--- config.mk ---
export PLATFORM = sky130hd
export DESIGN_NAME = uart_rx_core
export DESIGN_NICKNAME = d
export VERILOG_FILES = /design/src/rtl/uart_rx_core.sv
export SDC_FILE = /design/constraint.sdc
export NUM_CORES = 1
export LEC_CHECK = 0
export CAP_MARGIN = 20
export CORE_MARGIN = 2
export CORE_UTILIZATION = 50
export DETAILED_ROUTE_END_ITERATION = 8
export PLACE_DENSITY_LB_ADDON = 0.05
export SYNTH_ARGS = -nofsm -noshare
export SYNTH_HDL_FRONTEND = slang
export SYNTH_SLANG_ARGS = --single-unit
--- constraint.sdc ---
create_clock -name clk -period 1.9 [get_ports clk]
set_input_delay 0.38 -clock clk [delete_from_list [all_inputs] [get_ports clk]]
set_output_delay 0.38 -clock clk [all_outputs]
set_load 0.02 [all_outputs]
--- src/rtl/uart_rx_core.sv ---
// 8N1 UART receiver: 2-flop synchroniser, 3-sample majority, mid-bit sampling, single-entry valid/ready output.
// Define UART_RX_PARITY_EN to add a parity bit (ODD_PARITY selects odd/even) and the parity_err pulse.
module uart_rx_core #(
  parameter int CLK_HZ       = 12000000,
  parameter int BAUD         = 115200,
`ifdef UART_RX_PARITY_EN
  parameter bit ODD_PARITY   = 1'b0,
`endif
  parameter int CLKS_PER_BIT = CLK_HZ / BAUD
) (
  input  logic       clk,
  input  logic       rst,
  input  logic       rxd_in,
  output logic [7:0] rx_data,
  output logic       rx_valid,
  input  logic       rx_ready,
  output logic       framing_err,
  output logic       overrun_err,
`ifdef UART_RX_PARITY_EN
  output logic       parity_err,
`endif
  output logic       busy
);

  // state     | meaning
  // IDLE      | line idle, waiting for a low synchronised sample
  // START     | validating the start bit at its midpoint
  // DATA      | sampling 8 data bits, LSB first
  // PARITY    | sampling the parity bit (parity build only)
  // STOP      | sampling the stop bit, delivering the byte
  // WAIT_HIGH | framing error seen, waiting for the line to return high
  typedef enum logic [2:0] {
    IDLE,
    START,
    DATA,
`ifdef UART_RX_PARITY_EN
    PARITY,
`endif
    STOP,
    WAIT_HIGH
  } state_t;

  localparam int CNT_W = $clog2(CLKS_PER_BIT);
  localparam logic [CNT_W-1:0] MID_CNT = CNT_W'(CLKS_PER_BIT / 2 - 1);
  localparam logic [CNT_W-1:0] END_CNT = CNT_W'(CLKS_PER_BIT - 1);

  state_t           state, state_nxt;
  logic             rx_s1, rx_s2;
  logic [2:0]       maj_sr;
  logic             maj;
  logic [CNT_W-1:0] cnt;
  logic [2:0]       bit_cnt;
  logic [7:0]       shift;
  logic             cnt_clr, cnt_run, bit_smp, stop_smp, byte_ok;
  logic             at_mid, at_end;
`ifdef UART_RX_PARITY_EN
  logic             par_smp, par_bad;
`endif

  assign maj    = (maj_sr[0] & maj_sr[1]) | (maj_sr[0] & maj_sr[2]) | (maj_sr[1] & maj_sr[2]);
  assign at_mid = (cnt == MID_CNT);
  assign at_end = (cnt == END_CNT);
  assign busy   = (state != IDLE);

  always_ff @(posedge clk) begin
    if (rst) state <= IDLE;
    else     state <= state_nxt;
  end

  always_comb begin
    state_nxt = state;
    cnt_clr   = 1'b0;
    cnt_run   = 1'b0;
    bit_smp   = 1'b0;
    stop_smp  = 1'b0;
`ifdef UART_RX_PARITY_EN
    par_smp   = 1'b0;
`endif
    case (state)
      IDLE: begin
        if (!rx_s2) begin
          state_nxt = START;
          cnt_clr   = 1'b1;
        end
      end
      START: begin
        cnt_run = 1'b1;
        if (at_mid) begin
          cnt_clr   = 1'b1;
          state_nxt = maj ? IDLE : DATA;
        end
      end
      DATA: begin
        cnt_run = 1'b1;
        if (at_end) begin
          cnt_clr = 1'b1;
          bit_smp = 1'b1;
`ifdef UART_RX_PARITY_EN
          if (bit_cnt == 3'd7) state_nxt = PARITY;
`else
          if (bit_cnt == 3'd7) state_nxt = STOP;
`endif
        end
      end
`ifdef UART_RX_PARITY_EN
      PARITY: begin
        cnt_run = 1'b1;
        if (at_end) begin
          cnt_clr   = 1'b1;
          par_smp   = 1'b1;
          state_nxt = STOP;
        end
      end
`endif
      STOP: begin
        cnt_run = 1'b1;
        if (at_end) begin
          cnt_clr   = 1'b1;
          stop_smp  = 1'b1;
          state_nxt = maj ? IDLE : WAIT_HIGH;
        end
      end
      WAIT_HIGH: begin
        if (rx_s2) state_nxt = IDLE;
      end
      default: state_nxt = IDLE;
    endcase
  end

`ifdef UART_RX_PARITY_EN
  assign byte_ok = stop_smp & maj & ~par_bad;
`else
  assign byte_ok = stop_smp & maj;
`endif

  always_ff @(posedge clk) begin
    if (rst) begin
      rx_s1       <= 1'b1;
      rx_s2       <= 1'b1;
      maj_sr      <= 3'b111;
      cnt         <= '0;
      bit_cnt     <= 3'd0;
      shift       <= 8'h00;
      rx_data     <= 8'h00;
      rx_valid    <= 1'b0;
      framing_err <= 1'b0;
      overrun_err <= 1'b0;
`ifdef UART_RX_PARITY_EN
      par_bad     <= 1'b0;
      parity_err  <= 1'b0;
`endif
    end else begin
      rx_s1  <= rxd_in;
      rx_s2  <= rx_s1;
      maj_sr <= {maj_sr[1:0], rx_s2};

      if (cnt_clr)      cnt <= '0;
      else if (cnt_run) cnt <= cnt + 1'b1;

      if (state == IDLE) bit_cnt <= 3'd0;
      else if (bit_smp)  bit_cnt <= bit_cnt + 3'd1;

      if (bit_smp) shift <= {maj, shift[7:1]};

`ifdef UART_RX_PARITY_EN
      // Parity checked over data plus parity bit; an even total is correct unless ODD_PARITY.
      if (par_smp) par_bad <= ((^shift) ^ maj) != ODD_PARITY;
      parity_err <= stop_smp & par_bad;
`endif
      framing_err <= stop_smp & ~maj;
      overrun_err <= byte_ok & rx_valid & ~rx_ready;

      // A completing byte may replace the held one only if that one is consumed this cycle.
      if (byte_ok && (!rx_valid || rx_ready)) begin
        rx_data  <= shift;
        rx_valid <= 1'b1;
      end else if (!byte_ok && rx_valid && rx_ready) begin
        rx_valid <= 1'b0;
      end
    end
  end

endmodule

Word level (Yosys, flattened, before mapping)
Index checks and enable logic that the tools add are counted.

cells by class
  add/sub/neg operators = 2
  equality and inequality tests = 13
  muxes and demuxes = 18
  bitwise operators = 11
  reduce and logical (&&, ||, !) cells = 14

operators by type and width
  cell                                                                    count
  3-bit 2-to-1 mux                                                        7
  3-bit case mux with 5 select lines                                      1
  2-bit != test (second input constant)                                   6
  1-bit 2-to-1 mux                                                        8
  7-bit by 1-bit adder with 7-bit output (second input constant)          1
  1-bit bitwise AND                                                       7
  7-bit by 6-bit equality test with 1-bit output (second input constant)  1
  7-bit equality test (second input constant)                             1
  3-bit by 2-bit equality test with 1-bit output (second input constant)  2
  3-bit equality test (second input constant)                             2
  6-bit AND reduction                                                     1
  2-bit OR reduction                                                      3
  3-bit by 1-bit adder with 3-bit output (second input constant)          1
  3-bit by 1-bit equality test with 1-bit output (second input constant)  1
  1-bit logical AND                                                       3
  3-bit zero test                                                         1
  1-bit case mux with 3 select lines                                      1
  3-bit nonzero test                                                      1
  3-bit OR reduction                                                      1
  1-bit zero test                                                         2
  2-bit 2-to-1 mux                                                        1
  1-bit inverter                                                          2
  1-bit bitwise OR                                                        2
  2-bit nonzero test                                                      1
  1-bit logical OR                                                        1

word-level totals
  bits in registers = 37
  bits of input ports = 4
  output and inout bits = 12

Depth between registers and ports, before layout
  depth after elaboration = 9
  gate-level depth with buffers = 6

Worst setup path before layout
No wires, ideal clock.

  path type = reg-to-reg
  from = reg cnt[0]
  to = reg cnt[0]
  arrival time = 1.425 ns
  required time = 1.781 ns
  slack = 0.356 ns
  stages on the path, launching flop included = 6
  clock period less this slack = 1.544 ns
  cell sequence = dfxtp_1 ha_1 nand2_1 nor4_4 a211o_1 nor2_1

between the ends
  word-level cells in the longest chain between the ends = 4
  elaborated cells on any way between the ends = 7

RTL lines
  item                                                                                          RTL line     RTL
  start, declared                                                                               51           logic [CNT_W-1:0] cnt;
  start signal, assigned                                                                        158          else if (cnt_run) cnt <= cnt + 1'b1;
  7-bit equality test / 7-bit by 6-bit equality test with 1-bit output (equally long branches)  62, 61
  1-bit 2-to-1 mux (on tied branches)                                                           95, 117, 88
  1-bit case mux with 3 select lines                                                            79           case (state)
  2-bit OR reduction (no source line)                                                           -

Several ways; a longest one is shown, not always the timed one.
A chain may end at the register's enable or synchronous reset.

Final worst setup path
  from = reg state[1]
  to = out busy

between the ends
  word-level cells in the longest chain between the ends = 1

RTL lines
  item                    RTL line  RTL
  start, declared         47        state_t state, state_nxt;
  start signal, assigned  67        else state <= state_nxt;
  3-bit nonzero test      63        assign busy = (state != IDLE);
  end, declared           22        output logic busy

No other way between the ends.

==> results_tabular.tex <==
\begin{tabular}{lr}
\hline
Metric & Value \\
\hline
\multicolumn{2}{l}{\textbf{Placement}} \\
\quad Number of port buffers & 15 \\
\quad Routability cong. & roughly 0.76 \\
\quad HPWL after detailed placement & around 2100 um \\
\quad Standard cell area after detailed placement & 0.001778 sq mm \\
\quad Placed cell count & 206 \\
\multicolumn{2}{l}{\textbf{Clocking}} \\
\quad Buffer levels on the longest clock path & 2 \\
\quad Clock-pin slew of the registers on the worst-case setup and hold paths & approximately 0.1 ns \\
\quad Setup fix buffers added after clock tree synthesis & 0 \\
\quad TritonCTS clock tree & done \\
\quad TritonCTS Buffers & 5 \\
\quad TritonCTS Sinks & 37 \\
\quad Cell chosen for the clock root & clkbuf\_4 \\
\quad Max H-tree Level & 2 \\
\quad \# hold bufs at CTS & 0 \\
\quad Clock insertion delay at the later pin of the skew report & between 0.3 and 0.4 ns \\
\multicolumn{2}{l}{\textbf{Synth}} \\
\quad Cell area after synthesis & approximately 0.0016 sq mm \\
\quad Yosys cell types & 38 \\
\quad Post-synthesis cell count & roughly 160 \\
\quad Sequential fraction of the synthesis area & 0.4747 \\
\quad Flip-flop and latch count after synthesis & 37 \\
\quad Yosys warnings & 0 \\
\quad Number of nets in the synthesized netlist & 168 \\
\quad Average instance area after synthesis & between 9 and 10 sq um \\
\multicolumn{2}{l}{\textbf{Timing}} \\
\quad Setup violators final & 0 \\
\quad Setup repair after global routing missed its margin & no \\
\quad Final Hold Viols & 0 \\
\quad Setup TNS Final & 0 ns \\
\quad Fraction of the cycle the final worst path needs & 0.9466 \\
\quad Layout Skew & between 0.006 and 0.007 ns \\
\quad Pins Over Slew Limit & 0 \\
\quad Relative slew slack & 0.7700 \\
\quad Maximum clock rate & $\sim$560 MHz \\
\quad Final Hold Slack & around 0.42 ns \\
\quad Time the final worst path needs with I/O delays and setup & roughly 1.8 ns \\
\quad Measured slew at the worst slew-check pin & roughly 0.34 ns \\
\multicolumn{2}{l}{\textbf{GRT}} \\
\quad Total gr overflow & 0 \\
\quad Largest net degree at the start of global routing & 27 \\
\quad Initial antenna violation count & 0 \\
\quad Total track usage & 0.1937 \\
\quad Wire length of the first global-routing pass & approximately 5000 um \\
\quad Number of global-route vias before repair & approximately 1200 \\
\multicolumn{2}{l}{\textbf{Power}} \\
\quad Standby leakage power & around 0.63 nW \\
\quad Largest vdd supply drop & 0.0003208 V \\
\quad Power per cell area & 686.0 mW/mm\^{}2 \\
\multicolumn{2}{l}{\textbf{Final layout}} \\
\quad Filler-free cell count of the finished design & $\sim$210 \\
\quad Area delta synth->final & 17.64\% \\
\quad Share of cells above drive strength 1 & 0.1444 \\
\quad Number of inserted filler cells in the final layout & between 200 and 300 \\
\quad Net count, final & approximately 190 \\
\quad Antenna cells & 0 \\
\quad Fin area & around 0.0018 sq mm \\
\multicolumn{2}{l}{\textbf{Setup path}} \\
\quad Library cell contributing the largest single delay on the critical path & dfxtp\_1 \\
\quad Critical Path, Cell by Cell & or3\_1 > dlygate4sd2\_1 \\
\quad Classification of the worst setup path & flip-flop to output port \\
\quad CP delay by family, top & flip-flops \\
\quad Delay of the slowest critical-path stage & around 0.4 ns \\
\quad Critical Path Source Type & flip-flop \\
\quad Crit path required time & about 1.5 ns \\
\quad Worst path buffer plus inverter count & 1 \\
\quad Critical Path Source & state[1]\$\_SDFFE\_PP0P\_ \\
\quad Terminus of the critical flop-to-flop path & rx\_data[4]\$\_SDFFE\_PP0P\_ \\
\quad Capture point of the worst path & busy \\
\quad R2r setup slk & 0.15 ns \\
\quad Crit. End Element & output port \\
\quad Reg-to-reg startpoint & cnt[0]\$\_SDFFE\_PP0P\_ \\
\quad Worst reg2reg path depth & 5 \\
\quad Number of logic stages on the critical path including buffering & 2 \\
\quad Maximum net fanout on the critical path & 8 \\
\quad WP data arrival & 1.42 ns \\
\multicolumn{2}{l}{\textbf{Routing}} \\
\quad Number of DRC violations after detailed routing & 0 \\
\quad Average routed wire per standard cell & 13.79 um \\
\quad Sum of routed wire length over all layers & roughly 2900 um \\
\quad Initial DRC Count & 30 \\
\quad Via count & between 1000 and 1500 \\
\quad Number of antenna-violating nets in the routed design & 0 \\
\quad Detailed-route vias per instance & between 5 and 6 \\
\quad DRT Pass-1 Iters & 4 \\
\multicolumn{2}{l}{\textbf{Job}} \\
\quad Max-capacitance violation count & 0 \\
\multicolumn{2}{l}{\textbf{Hold path}} \\
\quad Worst hold path type & flip-flop to flip-flop \\
\multicolumn{2}{l}{\textbf{Die}} \\
\quad Die width & between 50 and 60 um \\
\quad Die outline area & $\sim$0.0036 sq mm \\
\quad Starting Density & 0.5196 \\
\quad Top-level I/O count & 16 \\
\quad Core Region & about 0.003 sq mm \\
\quad Standard-cell rows & 20 \\
\quad Die Y & around 60 um \\
\multicolumn{2}{l}{\textbf{Run status}} \\
\quad Outcome & complete, no violations \\
\hline
\end{tabular}
worst register-to-register path, cell delays in order (launching register included):
cell and delay, ns:
dfxtp_1 0.41, ha_1 0.26, nand4b_1 0.15, or3b_1 0.54
o21ai_1 0.20, a21oi_1 0.09
sequential cells by signal (all words and copies together) (netlist names):
| name | cells |
|---|---|
| rx_data | 8 |
| shift | 8 |
| cnt | 7 |
| bit_cnt | 3 |
| maj_sr | 3 |
| state | 3 |
| framing_err | 1 |
| overrun_err | 1 |
| rx_s1 | 1 |
| rx_s2 | 1 |
| rx_valid | 1 |
layout by cell type, fill, tap and decap left out, types with 2 or more instances in the layout:
cell type	n
a21oi_1	10
and3_1	2
buf_4	8
clkbuf_4	5
clkdlybuf4s50_1	14
dfxtp_1	37
ha_1	3
inv_1	2
mux2i_1	11
nand2_1	5
nand2b_1	2
nand4_1	12
nor2_1	21
nor3_1	3
nor4_4	2
o21ai_1	8
or2_2	5
xnor2_1	2
xor2_1	5
worst min path at each step:
stage	from	end	depth (start not counted)
floorplan	rx_s1$_SDFF_PP1_	rx_s2$_SDFF_PP1_	1
global placement	rx_s1$_SDFF_PP1_	rx_s2$_SDFF_PP1_	1
detailed placement	rx_s1$_SDFF_PP1_	rx_s2$_SDFF_PP1_	1
CTS	rx_s1$_SDFF_PP1_	rx_s2$_SDFF_PP1_	1
global route	rx_s1$_SDFF_PP1_	rx_s2$_SDFF_PP1_	1
finish	rx_s1$_SDFF_PP1_	rx_s2$_SDFF_PP1_	1
layout make-up:
cell class | instances | area (sq um) | area share
Sequential cell | 37 | 740.7 | 0.4035
Clock buffer | 7 | 55.05 | 0.02999
Timing Repair Buffer | 24 | 229.0 | 0.1247
Tap cell | 33 | 41.29 | 0.02249
Multi-Input combinational cell | 110 | 762.0 | 0.4151
Inverter | 2 | 7.507 | 0.004090
what timing repair did:
| item | 4_1_cts | 5_1_grt |
|---|---|---|
| pin swaps | 0 | 0 |
| resized for setup | 1 | 2 |
| endpoints found under the setup margin | 1 | 1 |
| hold endpoints to repair | 0 | 0 |
Yosys cell counts:
library cell   n  area [sq um]
dfxtp_1       37         740.7
nor2_1        22         82.58
nand4_1       12         75.07
mux2i_1       11         110.1
a21oi_1       10         50.05
o21ai_1        8         40.04
clkbuf_1       6         22.52
nand2_1        5         18.77
or2_2          5         31.28
xor2_1         5         43.79
buf_2          4         20.02
ha_1           3         37.54
nor3_1         3         15.01
and3_1         2         12.51
inv_1          2         7.510
nand2b_1       2         12.51
nor4_4         2         42.54
xnor2_1        2         17.52
a2111oi_0      1         8.760
a211o_1        1         8.760
a21o_1         1         7.510
a311oi_1       1         8.760
and2_1         1         6.260
buf_1          1         3.750
buf_4          1         7.510
maj3_1         1         10.01
nand3_1        1         5.000
nand4b_1       1         8.760
nand4bb_1      1         11.26
nand4bb_4      1         27.53
nor3_2         1         10.01
nor4_1         1         6.260
o21ba_2        1         10.01
o31a_1         1         8.760
o31ai_1        1         7.510
o32ai_1        1         8.760
or3_1          1         6.260
or3b_1         1         8.760
per-stage QoR:
step	worst slack (ns)	util	total power, mW
final	0.1015	0.6113	1.259
after global routing	0.001931	0.6113	1.311
after floorplan	0.3562	-	0.8376
after detailed placement	0.1791	0.5921	0.8574
after global placement	0.2447	0.5921	0.8567
after CTS	0.08923	0.6100	1.269
metal layers:
layer  up-vias  track usage  routed length, um
met5         -            0                  0
met4         0      0.08571                 55
met2        18       0.2981               1335
li1        606            -                  -
met3         6      0.06494                108
met1       583       0.2456               1438
report_power, final:
part | switching, mW | internal (mW) | leakage (nW)
registers | 0.00388 | 0.781 | 0.299
clock network | 0.245 | 0.175 | 0.0314
logic | 0.0314 | 0.0232 | 0.302
total | 0.280 | 0.979 | 0.632
logic make-up after synthesis:
group,after synthesis,synth area share
compound gates,26,0.1019
xor+xnor,7,0.03930
fa+ha+maj,4,0.03048
buf+inv,14,0.03930
flops,37,0.4747
mux,11,0.07057
simple gates,62,0.2438
Power figures use the tool's default switching activity.
